File: src/rtl/act_bwd_pkg.sv
// act_bwd_pkg: shared types and constants for the activation-derivative backward path.
//   q44_t        signed Q4.4 value (1.0 = 8'sh10)
//   FRAC_BITS    fractional bits of every Q4.4 value
//   LUT_DEPTH    derivative table entries, indexed by z[7:4]
//   state_e      backward-path FSM states
//   LUT_DEFAULT  sigmoid derivative x16, loaded at reset
//   sat_q44()    clamp a 16-bit signed value into the Q4.4 range
// Optional macro ACT_BWD_SAT_EN selects saturation instead of wrap in the users of this package.
package act_bwd_pkg;

   localparam int unsigned LUT_DEPTH = 16;
   localparam int unsigned FRAC_BITS = 4;

   typedef logic signed [7:0] q44_t;

   typedef enum logic [2:0] {
      StIdle,
      StLookup,
      StInterp,
      StScale,
      StOut
   } state_e;

   localparam q44_t LUT_DEFAULT [LUT_DEPTH] = '{
      8'sd4, 8'sd3, 8'sd2, 8'sd1, 8'sd0, 8'sd0, 8'sd0, 8'sd0,
      8'sd0, 8'sd0, 8'sd0, 8'sd0, 8'sd0, 8'sd1, 8'sd2, 8'sd3
   };

   function automatic q44_t sat_q44(input logic signed [15:0] v);
      if (v > 16'sd127) begin
         return 8'sh7F;
      end else if (v < -16'sd128) begin
         return 8'sh80;
      end else begin
         return q44_t'(v);
      end
   endfunction

endpackage

File: src/rtl/act_bwd_interp.sv
// act_bwd_interp: combinational linear interpolation between two derivative table entries.
// Uses the same arithmetic rules as the forward activation interpolator.
//   base   in  8  signed Q4.4 entry at the segment start
//   next_v in  8  signed Q4.4 entry at the segment end
//   rem    in  4  position inside the segment (z[3:0], unsigned)
//   d      out 8  interpolated derivative, signed Q4.4
// Macro ACT_BWD_SAT_EN: saturate d to [-128, 127]; otherwise keep the low 8 bits.
module act_bwd_interp
   import act_bwd_pkg::*;
(
   input  logic [7:0] base,
   input  logic [7:0] next_v,
   input  logic [3:0] rem,
   output logic [7:0] d
);

   logic signed [12:0] base_x;
   logic signed [12:0] next_x;
   logic signed [12:0] rem_x;
   logic signed [12:0] prod;
   logic signed [12:0] sum;

   always_comb begin
      base_x = $signed({{5{base[7]}}, base});
      next_x = $signed({{5{next_v[7]}}, next_v});
      rem_x  = $signed({9'b0, rem});
      // |next - base| <= 255 and rem <= 15, so the product fits 13 bits.
      prod   = (next_x - base_x) * rem_x;
      sum    = base_x + (prod >>> FRAC_BITS);
`ifdef ACT_BWD_SAT_EN
      d      = sat_q44($signed({{3{sum[12]}}, sum}));
`else
      d      = q44_t'(sum);
`endif
   end

endmodule

File: src/rtl/act_deriv_backprop.sv
// act_deriv_backprop: computes delta = err * f'(z) for the xor network backward pass, with f'
// taken from a run-time writable 16-entry derivative table and linearly interpolated.
//   clk, rst_n          clock, asynchronous active-low reset
//   in_valid/in_ready   z_value/err handshake (signed Q4.4 each)
//   out_valid/out_ready delta handshake (signed Q4.4)
//   lut_we/lut_waddr/lut_wdata/lut_wready  table write port, accepted only while idle
// Macro ACT_BWD_SAT_EN: saturate d and delta to [-128, 127]; otherwise wrap to 8 bits.
module act_deriv_backprop
   import act_bwd_pkg::*;
(
   input  logic       clk,
   input  logic       rst_n,
   input  logic       in_valid,
   output logic       in_ready,
   input  logic [7:0] z_value,
   input  logic [7:0] err,
   output logic       out_valid,
   input  logic       out_ready,
   output logic [7:0] delta,
   input  logic       lut_we,
   input  logic [3:0] lut_waddr,
   input  logic [7:0] lut_wdata,
   output logic       lut_wready
);

   state_e state_q;
   q44_t   z_q;
   q44_t   err_q;
   q44_t   base_q;
   q44_t   next_q;
   q44_t   d_q;
   q44_t   delta_q;
   q44_t   lut_q [LUT_DEPTH];

   logic [3:0] addr;
   logic [3:0] addr_p1;
   q44_t       lut_base;
   q44_t       lut_next;
   logic [7:0] d_comb;
   q44_t       p_comb;
   logic signed [15:0] prod;

   assign in_ready   = (state_q == StIdle);
   assign lut_wready = (state_q == StIdle);
   assign out_valid  = (state_q == StOut);
   assign delta      = delta_q;

   // Table lookup. Address F wraps to 0 (continuous across zero); the top positive segment
   // has no successor, so it is flat.
   assign addr     = z_q[7:4];
   assign addr_p1  = addr + 4'd1;
   assign lut_base = lut_q[addr];
   assign lut_next = (addr == 4'h7) ? lut_base : lut_q[addr_p1];

   act_bwd_interp u_interp (
      .base   (base_q),
      .next_v (next_q),
      .rem    (z_q[3:0]),
      .d      (d_comb)
   );

   // Scale: both operands are 8-bit signed, so the true product fits 16 bits.
   always_comb begin
      prod = $signed({{8{err_q[7]}}, err_q}) * $signed({{8{d_q[7]}}, d_q});
`ifdef ACT_BWD_SAT_EN
      p_comb = sat_q44(prod >>> FRAC_BITS);
`else
      p_comb = q44_t'(prod >>> FRAC_BITS);
`endif
   end

   // Derivative table; writes only land while idle, so a transaction in flight never sees
   // its table change underneath it.
   always_ff @(posedge clk or negedge rst_n) begin
      if (!rst_n) begin
         for (int i = 0; i < LUT_DEPTH; i++) begin
            lut_q[i] <= LUT_DEFAULT[i];
         end
      end else if (lut_we && lut_wready) begin
         lut_q[lut_waddr] <= lut_wdata;
      end
   end

   always_ff @(posedge clk or negedge rst_n) begin
      if (!rst_n) begin
         state_q <= StIdle;
         z_q     <= '0;
         err_q   <= '0;
         base_q  <= '0;
         next_q  <= '0;
         d_q     <= '0;
         delta_q <= '0;
      end else begin
         unique case (state_q)
            StIdle: begin
               if (in_valid) begin
                  z_q     <= z_value;
                  err_q   <= err;
                  state_q <= StLookup;
               end
            end
            StLookup: begin
               base_q  <= lut_base;
               next_q  <= lut_next;
               state_q <= StInterp;
            end
            StInterp: begin
               d_q     <= d_comb;
               state_q <= StScale;
            end
            StScale: begin
               delta_q <= p_comb;
               state_q <= StOut;
            end
            StOut: begin
               if (out_ready) begin
                  state_q <= StIdle;
               end
            end
            default: state_q <= StIdle;
         endcase
      end
   end

endmodule
File: config.mk
export PLATFORM = sky130hd
export DESIGN_NAME = act_deriv_backprop
export DESIGN_NICKNAME = d
export VERILOG_FILES = /design/src/rtl/act_bwd_pkg.sv /design/src/rtl/act_bwd_interp.sv /design/src/rtl/act_deriv_backprop.sv
export SDC_FILE = /design/constraint.sdc
export NUM_CORES = 1
export LEC_CHECK = 0
export ABC_CLOCK_PERIOD_IN_PS = 6200
export BUFFER_PORTS_ARGS = -buffer_cell sky130_fd_sc_hd__buf_2
export CAP_MARGIN = 20
export CORE_AREA = 3 3 206 208
export CTS_CLUSTER_DIAMETER = 120
export DETAILED_ROUTE_END_ITERATION = 8
export DIE_AREA = 0 0 209 211
export HOLD_SLACK_MARGIN = 0.1
export PLACE_DENSITY = 0.47
export SYNTH_ARGS = -nofsm -noshare
export SYNTH_HDL_FRONTEND = slang
export SYNTH_SLANG_ARGS = --single-unit
File: constraint.sdc
create_clock -name clk -period 6.2 [get_ports clk]
set_clock_uncertainty 0.05 [all_clocks]
set_input_delay 1.24 -clock clk [delete_from_list [all_inputs] [get_ports clk]]
set_output_delay 1.24 -clock clk [all_outputs]
set_load 0.005 [all_outputs]
# Yosys cells after proc, flatten, opt, wreduce, memory -nomap -nowiden
# Index checks and enable logic that the tools add are counted.
# classes
add_sub_neg,3
mul,2
div_mod_pow,0
order_cmp,4
n_eq_ne,7
n_shift,0
mux,13
bitwise,3
n_reduce_logical,5
# ops
operator,n
bitwise mux 128 bit,1
binary-select mux 8 bit (select 4 bit),2
two-way mux 8 bit,6
demux 8 bit (select 4 bit),1
greater-or-equal comparator 5 bit (second input constant),3
NOT 4 -> 5 bit,3
one-hot mux 3 bit (5 select lines),1
multiplier 13 x 5 -> 12 bit,1
multiplier 8 x 8 -> 12 bit,1
subtractor 8 x 8 -> 9 bit,1
adder 8 bit,1
equality test 3 x 2 -> 1 bit (second input constant),2
two-way mux 3 bit,2
less-than comparator 5 x 1 -> 1 bit (second input constant),1
adder 4 x 1 -> 4 bit (second input constant),1
equality test 4 x 3 -> 1 bit (second input constant),1
AND reduction 2 bit,2
equality test 3 x 1 -> 1 bit (second input constant),1
equality test 3 bit (second input constant),1
logical NOT 3 bit,1
logical AND 1 bit,2
!= test 2 x 1 -> 1 bit (second input constant),1
!= test 2 bit (second input constant),1
# word_totals
ff_bits,179
latch_bits,0
ram_bits,0
rom_bits,0
in_bits,33
out_inout_bits,11
elab_cells,60
n_memories,0

# Depth between registers and ports, before layout
# Gate-level depths: netlist of the first run.
# depth
word_depth,6
ltp_mapped,29
mapped_depth_nobuf,29

# By module
# From an unflattened synthesis of the first run, not the netlist that was laid out.
# hier_totals
hier_cells,990
hier_area_um2,12425.7
# by_module_without_submodules
module,instances,cells_per_inst,area_each_um2,seq_area_each_um2
act_deriv_backprop,1,775,10674.0,4490.6
act_bwd_interp,1,215,1751.7,0.0

# Least setup slack after synthesis of the first run
# Ideal clock, no wire load.
# synth_path
path_type,flip-flop to flip-flop
startpoint,register base_q[1]
endpoint,register d_q[7]
setup_ps,129
arrival_time_ps,5433
t_required_ps,6021
slack_ps,588
stages_incl_launch_ff,29
n_path_buf,0
synth_period_minus_slack_ps,5612
cell_sequence,dfrtp_1 -> inv_1 -> ha_1 -> nor2b_1 -> o21ai_0 -> a21boi_0 -> nor2_1 -> and2_1 -> ha_1 -> fa_1 -> inv_1 -> fa_1 -> inv_1 -> ha_1 -> nand4b_1 -> o211ai_1 -> or4_1 -> a31oi_1 -> nor2b_1 -> nor2_1 -> xnor2_1 -> ha_1 -> o21ai_0 -> nor2_1 -> a21oi_1 -> xnor2_1 -> xnor2_1 -> xnor2_1 -> o21ai_0
# synth_via
elab_chain_cells,3
# synth_rtl
element,line,text
"start, declared",act_deriv_backprop.sv:29,q44_t base_q;
"start signal, assigned",act_deriv_backprop.sv:103,base_q <= lut_base;
subtractor 8 x 8 -> 9 bit,act_bwd_interp.sv:28,prod = (next_x - base_x) * rem_x;
multiplier 13 x 5 -> 12 bit,act_bwd_interp.sv:28,
adder 8 bit *,act_bwd_interp.sv:29,sum = base_x + (prod >>> FRAC_BITS);
"end signal, assigned",act_deriv_backprop.sv:108,d_q <= d_comb;
"end, declared",act_deriv_backprop.sv:31,q44_t d_q;
# Every way passes the cells marked *; elsewhere a longest branch is shown, timed or not.
# A chain may end at the register's enable or synchronous reset.

# Final worst setup path of the first run
# Same ends and word-level chain as after synthesis.

==> run_results.csv, run 1 <==
group,metric,value,unit
clock_tree,postCtsHoldBufs,0,
clock_tree,numCtsBuffers,17,
finish,nets,1153,
logic_synthesis,syn_area_per_cell,12.5,µm²
worst_setup_path,critPathLaunch,"base_q[1]",
finish,drive_gt1_frac,0.329,
drt,drc,0,
logic_synthesis,syn_inst,981,
floorplanning,dieHeight,211,µm
outcome,outcome,"finished, final reports clean",
drt,num_vias,7517,
floorplanning,fp-row-count,74,
worst_setup_path,max_stage_delay,0.60,ns
logic_synthesis,seq_area_frac_synth,0.367,
job,max-cap-violations,0,
worst_setup_path,critPathMaxFanout,4,
placed_design,port_buffers,43,
timing,clock.fmax,0.173,GHz
grt,grt_max_degree,97,
logic_synthesis,synthArstFlopShare,1.00,
floorplanning,ios,44,
worst_setup_path,worstSetupEndpointType,"register",
clock_tree,htree_levels,4,
logic_synthesis,synth_xor_area_frac,0.0314,
worst_setup_path,rr_startpoint,"base_q[1]",
logic_synthesis,synth.distinct_cells,43,
drt,drt_pass1_iterations,4,
logic_synthesis,synth_area,12200,µm²
timing,setup_viol,0,
grt,grt_overflow,0,
grt,grt.total_usage,0.142,
timing,max_slew.worst_pin.slew,0.997,ns
worst_setup_path,critPathKind,"register to register",
logic_synthesis,yosys_warnings,0,
worst_setup_path,cp_data_arrival_time,6.06,ns
finish,antenna_cells,0,
clock_tree,clockRootBuffer,"clkbuf_16",
worst_setup_path,critical_path_required,6.47,ns
timing,slew_viol_final,0,
logic_synthesis,syn_nets,1125,
floorplanning,initial_core_util,0.300,
timing,worst_slack,0.407,ns
timing,rsz0062_at_grt,"false",
clock_tree,cts.sink_count,179,
finish,fillers,4106,
floorplanning,dieArea,44100,µm²
drt,postRouteAntennaNets,0,
timing,hold_viol,0,
min_path,min_from,"delta[3]",
logic_synthesis,synthAdderAreaFrac,0.146,
drt,met1_length,13.6,mm
drt,route.top_layer_used,"met4",
grt,antenna_found_initial,0,
logic_synthesis,synth_ff_type,"dfrtp_1",
drt,wl_met3,735,µm
logic_synthesis,synth_edf_count,0,
drt,met2_length,15.2,mm
min_path,min_path_type,"register to register",
timing,relSlewSlack,0.332,
drt,wire_per_inst,19.3,µm
floorplanning,fp.coreArea,40700,µm²
logic_synthesis,synth_compound_area_frac,0.0357,
drt,via_per_inst,4.84,
floorplanning,chipWidth,209,µm
timing,fin_crit_sh,0.934,
clock_tree,clock_latency,0.45,ns
clock_tree,clk_path_buf_depth,2,
drt,routed_wirelength,30.0,mm
timing,layout_min_cycle_time,5.79,ns
logic_synthesis,synth_simple_gate_area_frac,0.0923,
placed_design,dp_hpwl,20.8,mm
timing,fin_tns_setup,0,ns
finish,seq_area,4490,µm²
finish,multiInputGateArea,7230,µm²
finish,syn_to_final_growth,11.9,%
placed_design,pre_cts_ws,0.269,ns
worst_setup_path,crit_path_start_kind,"register",
logic_synthesis,synth_top_family_by_area,"multiplexers",
worst_setup_path,critPathMostFrequentCell,"xnor2_1",
grt,grt_pass1_vias,8070,
clock_tree,path_clk_slew,0.07,ns
grt,grt_pass1_wl,48.1,mm
worst_setup_path,slowest_stage,"or4_1",
logic_synthesis,synth_seq_cells,179,
clock_tree,cts_tree,"yes",
drt,drt-initial-drc-count,304,
placed_design,gp_congestion,0.770,
logic_synthesis,synth_mux_area_frac,0.284,
worst paths after layout:
kind / to / slack, ns / cells after the start
worst min register to register: delta[3] / 0.43 / 2
max in group asynchronous: err_q[5] / 4.16 / 2
min in group asynchronous: lut_q[5] / 0.80 / 1
worst max register to register: d_q[7] / 0.41 / 28
worst min-delay path: delta[3] / 0.43 / 2
worst max-delay path: d_q[7] / 0.41 / 28
cell usage after synthesis (16+ instances only):
master	number	area, µm²
o21ai_0	34	170
ha_1	58	726
nor2b_1	17	106
fa_1	53	1060
mux4_2	80	1800
nand2_1	71	267
xnor2_1	31	272
and2_1	51	319
clkbuf_1	31	116
nor2_1	28	105
dfrtp_1	170	4250
buf_2	16	80.1
mux2_2	147	1660
inv_1	85	319
cell type report:
class,instances,area share
tap,532,0.0486
sequential,179,0.328
timing repair buffer,59,0.0266
clock buffer,20,0.0333
multi-input combinational,667,0.528
clock inverter,12,0.0122
inverter,85,0.0233
metal layers:
metal | vias up | GRT usage
met5 | - | 0
met4 | 0 | 0.0356
met3 | 18 | 0.0241
met2 | 88 | 0.244
met1 | 3912 | 0.187
li1 | 3499 | -
logic make-up after synthesis:
| group | count (synthesis) |
|---|---|
| muxes | 228 |
| and+or+nand+nor | 211 |
| DFF | 179 |
| buffers and inverters | 135 |
| adders and majority gates | 111 |
| AOI/OAI and AO/OA | 74 |
| xor gates and xnor gates | 43 |
through the flow:
step	cells	hold slack, ns	instance area (µm²)	util
6_report	1554	0.430	13700	0.336
5_1_grt	1554	0.456	13700	0.336
4_1_cts	1552	0.433	13600	0.335
3_5_place_dp	1520	0.416	13000	0.320
3_3_place_gp	1520	0.408	13000	0.320
2_1_floorplan	981	0.420	12200	-
layout by cell type (no fill, tap or decap), drive strengths merged, types with 3 or more instances in the layout:
master / Yosys / layout
dfrtp: 170 / 170
mux2: 148 / 148
inv: 85 / 91
mux4: 80 / 80
nand2: 72 / 72
ha: 58 / 58
buf: 19 / 58
fa: 53 / 53
and2: 51 / 51
o21ai: 34 / 34
xnor2: 32 / 32
nor2: 29 / 29
clkbuf: 31 / 21
nor2b: 17 / 17
xor2: 11 / 11
a31oi: 11 / 11
nand4b: 10 / 10
a21oi: 9 / 9
dfstp: 9 / 9
a21o: 8 / 8
nor3: 8 / 8
nand2b: 7 / 7
o21a: 6 / 6
nor3b: 5 / 5
nand3: 4 / 4
bufinv: 0 / 3
clkinv: 0 / 3
registers in the layout, summed over array words and instances, names as in the netlist:
name     cells
z_q          8
d_q          8
base_q       8
err_q        8
state_q      3
lut_q      128
delta        8
next_q       8
what timing repair did:
item	CTS	global route
buffers inserted	0	1
resized for setup	0	3
endpoints found under the setup margin	0	1
critical path: cells and delay by family (launching register included):
family                     cells  cell delay [ns]
xor gates and xnor gates       5             0.75
and+or+nand+nor                7             1.30
buffers and inverters          3             0.15
AOI/OAI and AO/OA              7             1.10
adders and majority gates      6             1.94
DFF                            1             0.34
Power of run 1 is not shown: default switching activity piles up to over one toggle a cycle in this logic, so the estimate is an artifact.
==> inputs of run 2 (changes only) <==
- ABC_CLOCK_PERIOD_IN_PS: 6200 -> 5500
- clock period: 6.2 -> 5.5 ns (I/O delays scaled with it)
==> run 2 against run 1 <==
Global-route usage decreased by 0.18 points. Critical path depth decreased by 3. Sequential share of layout area down 0.69 points. Setup slack got worse by 0.31 ns. Critical endpoint unchanged. Maximum frequency rose by 7.3%. Via count rose by 2.4%. Die area is the same. Wire length down 0.39%.
==> run_results.csv, run 2 (synthesis results as in run 1) <==
group,metric,value,unit
worst_setup_path,critical_path_required,5.78,ns
finish,drive_gt1_frac,0.378,
finish,largest_reg_flops,128,
drt,num_vias,7695,
clock_tree,clockRootBuffer,"clkbuf_16",
clock_tree,path_clk_slew,0.08,ns
placed_design,gp_congestion,0.763,
placed_design,dp_hpwl,20.6,mm
worst_setup_path,ff2ff_setup_slack,0.10,ns
worst_setup_path,critPathMostFrequentCell,"xnor2_1",
drt,drc,0,
worst_setup_path,critPathBufInv,2,
finish,syn_to_final_growth,14.3,%
timing,setup_viol,0,
finish,finalInstanceArea,14000,µm²
worst_setup_path,critPathMaxFanout,4,
grt,antenna_found_initial,0,
placed_design,pre_cts_ws,-0.138,ns
outcome,outcome,"finished, final reports clean",
timing,slew_viol_final,0,
floorplanning,initial_core_util,0.300,
floorplanning,ios,44,
finish,final_cell_mix,"169 x dfrtp_1, 147 x mux2_2, 80 x inv_1, 80 x mux4_2, 71 x nand2_1",
placed_design,port_buffers,43,
timing,clock.fmax,0.185,GHz
worst_setup_path,critPathKind,"register to register",
timing,layout_min_cycle_time,5.40,ns
grt,grt_overflow,0,
placed_design,placed_cell_area,13200,µm²
worst_setup_path,cp_top_family,"adder cells",
drt,wire_per_inst,19.0,µm
clock_tree,clk_path_buf_depth,2,
floorplanning,dieArea,44100,µm²
min_path,min_path_type,"register to register",
worst_setup_path,worstSetupEndpointType,"register",
grt,grt_pass1_vias,8126,
floorplanning,chipWidth,209,µm
worst_setup_path,crit_path_start_kind,"register",
clock_tree,htree_levels,4,
worst_setup_path,rr_startpoint,"base_q[0]",
worst_setup_path,r2r-end,"d_q[7]",
drt,via_per_inst,4.90,
worst_setup_path,slowest_stage,"or4_4",
timing,rsz0062_at_grt,"true",
finish,fillers,4042,
min_path,min_from,"delta[5]",
floorplanning,dieHeight,211,µm
grt,grt_max_degree,103,
drt,drt_pass1_iterations,4,
floorplanning,fp-row-count,74,
floorplanning,fp.coreArea,40700,µm²
min_path,holdPathStages,2,
timing,relSlewSlack,0.290,
clock_tree,clock_latency,0.45,ns
grt,grt_pass1_wl,47.7,mm
clock_tree,numCtsBuffers,17,
worst_setup_path,worstRegToRegCells,25,
drt,drt-initial-drc-count,227,
job,max-cap-violations,0,
finish,top_register,"lut_q",
finish,nets,1171,
finish,antenna_cells,0,
timing,hold_viol,0,
finish,final_common_cell,"dfrtp_1",
clock_tree,cts_tree,"yes",
timing,worst_slack,0.100,ns
drt,routed_wirelength,29.8,mm
timing,fin_crit_sh,0.982,
min_path,whs_endpoint,"delta[5]",
worst_setup_path,max_stage_delay,0.58,ns
timing,max_slew.worst_pin.slew,1.06,ns
worst_setup_path,cp_data_arrival_time,5.68,ns
timing,fin_tns_setup,0,ns
drt,postRouteAntennaNets,0,
grt,grt.total_usage,0.140,
clock_tree,postCtsHoldBufs,0,
clock_tree,cts.sink_count,179,
run 2: what timing repair did:
action | CTS | global route
setup endpoints to repair | 1 | 2
gates resized for setup | 5 | 35
buffers inserted | 1 | 4
pin swaps | 9 | 31
run 2: worst max path at each step:
| stage | start | endpoint | slack, ns | cells past startpoint |
|---|---|---|---|---|
| floorplan | base_q[0] | d_q[7] | 0.04 | 25 |
| global placement | base_q[0] | d_q[7] | -0.04 | 25 |
| detailed placement | base_q[0] | d_q[7] | -0.14 | 25 |
| CTS | next_q[0] | d_q[7] | 0.03 | 26 |
| global route | base_q[0] | d_q[7] | -0.18 | 26 |
| finish | base_q[0] | d_q[7] | 0.10 | 25 |
run 2: layer usage:
metal,wire [µm],global-route usage,vias up
li1,-,-,3556
met1,13700,0.188,4058
met5,0,0,-
met3,677,0.0247,14
met4,325,0.0291,0
met2,15100,0.240,67
run 2: cell type report:
type	count	area, µm²	share of cell area
Clock inverter	13	161	0.0115
Clock buffer	19	453	0.0324
Tap cell	532	666	0.0476
Inverter	85	319	0.0228
Timing Repair Buffer	77	483	0.0345
Multi-Input combinational cell	667	7410	0.530
Sequential cell	179	4490	0.321
run 2: worst reg2reg max path, cell delays in order (launching register included):
cell,delay [ns]
dfrtp_1,0.41
ha_4,0.17
fa_2,0.37
xnor2_2,0.23
and2_4,0.19
ha_4,0.20
fa_1,0.49
inv_1,0.05
fa_1,0.51
inv_2,0.04
ha_4,0.22
nand4b_1,0.08
o211ai_1,0.13
or4_4,0.58
a31oi_4,0.19
nor2b_1,0.06
nor2_1,0.14
xnor2_1,0.14
ha_1,0.27
o21ai_2,0.08
nor2_2,0.05
a21oi_2,0.13
xnor2_1,0.15
xnor2_1,0.15
xnor2_1,0.13
o21ai_1,0.07
run 2: stage by stage:
step | std cells | hold WS, ns | utilization
floorplan | 981 | 0.420 | -
CTS | 1568 | 0.436 | 0.339
finish | 1572 | 0.439 | 0.343
detailed placement | 1535 | 0.420 | 0.323
global placement | 1535 | 0.407 | 0.323
global route | 1572 | 0.456 | 0.343
Power of run 2 is left out for the same reason.
==> inputs of run 3 (changes only) <==
- ABC_AREA: default -> 1
- CORE_AREA: 3 3 206 208 -> 3 3 211 213
- CTS_BUF_LIST: default -> sky130_fd_sc_hd__clkbuf_4
- DIE_AREA: 0 0 209 211 -> 0 0 214 216
==> run 3 against run 2 <==
Synthesized cell count grew 69%. Sequential share of layout area shrank 0.22 points. Critical path depth grew 9. Die area grew 4.8%. Global-route usage grew 2.4 points. Via count grew 39%.
==> run_results.csv, run 3 <==
group,metric,value,unit
logic_synthesis,ys_top_cells_by_area,"dfrtp_1 33%, nand2_1 10%, o21ai_0 9.6%, fa_1 8.3%, inv_1 7.8%",
floorplanning,fp.coreArea,42900,µm²
drt,drt-initial-drc-count,626,
logic_synthesis,synth_area,12800,µm²
finish,fillers,4583,
clock_tree,cts_tree,"yes",
logic_synthesis,yosys-top-cells-count,"348 x nand2_1, 266 x inv_1, 245 x o21ai_0, 170 x dfrtp_1, 117 x a21oi_1",
logic_synthesis,seq_area_frac_synth,0.350,
worst_setup_path,critPathMaxFanout,4,
finish,fin_util,0.328,
finish,syn_to_final_growth,9.90,%
min_path,whs_endpoint,"delta[0]",
timing,setup_viol,0,
worst_setup_path,max_stage_delay,0.51,ns
placed_design,placed_cell_area,13500,µm²
grt,grt.total_usage,0.164,
logic_synthesis,synthArstFlopShare,1.00,
drt,num_vias,10700,
worst_setup_path,cp_top_family,"adder cells",
worst_setup_path,critPathBufInv,5,
worst_setup_path,critical_path_required,6.02,ns
logic_synthesis,synth_ff_type,"dfrtp_1",
logic_synthesis,synth.distinct_cells,50,
timing,rsz0062_at_grt,"true",
floorplanning,dieArea,46200,µm²
timing,layout_min_cycle_time,5.28,ns
drt,drt_pass1_iterations,5,
worst_setup_path,ff2ff_setup_slack,0.22,ns
timing,max_slew.worst_pin.slew,1.11,ns
drt,postRouteAntennaNets,0,
outcome,outcome,"finished, final reports clean",
floorplanning,chipWidth,214,µm
grt,grt_pass1_wl,59.3,mm
drt,drc,0,
grt,grt_overflow,0,
worst_setup_path,critPathKind,"register to register",
logic_synthesis,synth_edf_count,0,
timing,fin_tns_setup,0,ns
drt,routed_wirelength,37.6,mm
min_path,min_path_type,"register to register",
finish,finalNonFillerCells,2261,
grt,antenna_found_initial,1,
clock_tree,numCtsBuffers,17,
finish,nets,1805,
logic_synthesis,synth_top_area_cell,"dfrtp_1",
clock_tree,cts.sink_count,179,
finish,final_common_cell,"nand2_1",
clock_tree,clock_latency,0.63,ns
logic_synthesis,synth_top_area_frac,0.332,
finish,largest_reg_flops,128,
timing,slew_viol_final,0,
grt,grt_max_degree,99,
worst_setup_path,rr_startpoint,"base_q[0]",
worst_setup_path,cp_data_arrival_time,5.80,ns
logic_synthesis,yosys_warnings,0,
timing,relSlewSlack,0.256,
finish,drive_gt1_frac,0.113,
grt,grt_pass1_vias,10300,
worst_setup_path,critPathLaunch,"base_q[0]",
logic_synthesis,synth_seq_cells,179,
min_path,min_from,"delta[0]",
worst_setup_path,crit_path_start_kind,"register",
placed_design,dp_hpwl,25.4,mm
floorplanning,ios,44,
clock_tree,htree_levels,4,
finish,seq_area,4490,µm²
timing,clock.fmax,0.189,GHz
finish,top_register,"lut_q",
worst_setup_path,worstSetupEndpointType,"register",
floorplanning,dieHeight,216,µm
finish,multiInputGateArea,7080,µm²
timing,hold_viol,0,
logic_synthesis,synth.most_common_cell,"nand2_1",
placed_design,place_inst,2221,
timing,fin_crit_sh,0.960,
drt,wire_per_inst,16.6,µm
floorplanning,initial_core_util,0.299,
min_path,holdPathStages,2,
placed_design,port_buffers,43,
logic_synthesis,syn_area_per_cell,7.72,µm²
clock_tree,postCtsHoldBufs,0,
job,max-cap-violations,0,
finish,final_cell_mix,"341 x nand2_1, 261 x inv_1, 243 x o21ai_0",
clock_tree,clockRootBuffer,"clkbuf_4",
logic_synthesis,syn_nets,1804,
clock_tree,path_clk_slew,0.17,ns
worst_setup_path,worstRegToRegCells,34,
logic_synthesis,syn_inst,1660,
drt,via_per_inst,4.75,
worst_setup_path,slowest_stage,"fa_1",
clock_tree,clk_path_buf_depth,2,
floorplanning,fp-row-count,76,
finish,finalInstanceArea,14100,µm²
placed_design,gp_congestion,0.809,
worst_setup_path,r2r-end,"d_q[7]",
run 3: cell types whose count changed after synthesis, moves of 45 or more:
cell	before	now
a21oi_1	9	117
and2_1	51	1
inv_1	85	266
mux2_2	147	3
mux4_2	80	0
nand2_1	71	348
nor2_1	28	88
o211ai_1	1	46
o21ai_0	34	245
run 3: repair_timing:
item	4_1_cts	5_1_grt
pin swaps	0	20
endpoints found under the hold margin	0	0
setup endpoints to repair	1	3
resized for setup	3	37
setup buffers	0	4
run 3: per-stage QoR:
stage               hold WS (ns)  setup WS (ns)
floorplan                  0.403          0.274
global placement           0.401         0.0371
detailed placement         0.409        -0.0216
CTS                        0.445         0.0427
global route               0.474         -0.193
finish                     0.442          0.222
run 3: routing by layer:
metal	wire length [µm]	track usage	part of all wire
met3	1660	0.0190	0.044
met1	18300	0.238	0.49
met4	436	0.0402	0.012
met2	17200	0.262	0.46
met5	0	0	0
run 3: worst max path at each step:
stage,endpoint,cells after the start
after floorplan,d_q[7],33
after CTS,d_q[7],33
after detailed placement,d_q[7],33
after global placement,d_q[7],33
final,d_q[7],34
after global routing,d_q[7],34
run 3: cells by family after synthesis:
group,count (synthesis),synth area share
AO/OA/AOI/OAI,449,0.195
XOR/XNOR,31,0.0227
adder cells (fa/ha/maj),111,0.139
buffers and inverters,365,0.113
flip-flops,179,0.350
multiplexers,3,0.00264
AND/OR/NAND/NOR,522,0.177
run 3: cell type report:
cell class              count  share of cell area
multi-input cells        1116               0.503
flip-flops and latches    179               0.319
inverters                 275              0.0734
well taps                 585              0.0520
repair buffers             72              0.0328
clock inverters            15              0.0107
clock buffers              17             0.00906
diodes                      2            0.000355
run 3: worst min-delay path, delay by kind of cell, from the launching register on:
kind / cells / cell delay, ns
AND/OR/NAND/NOR: 2 / 0.10
flip-flops: 1 / 0.38
Power of run 3 is left out for the same reason.
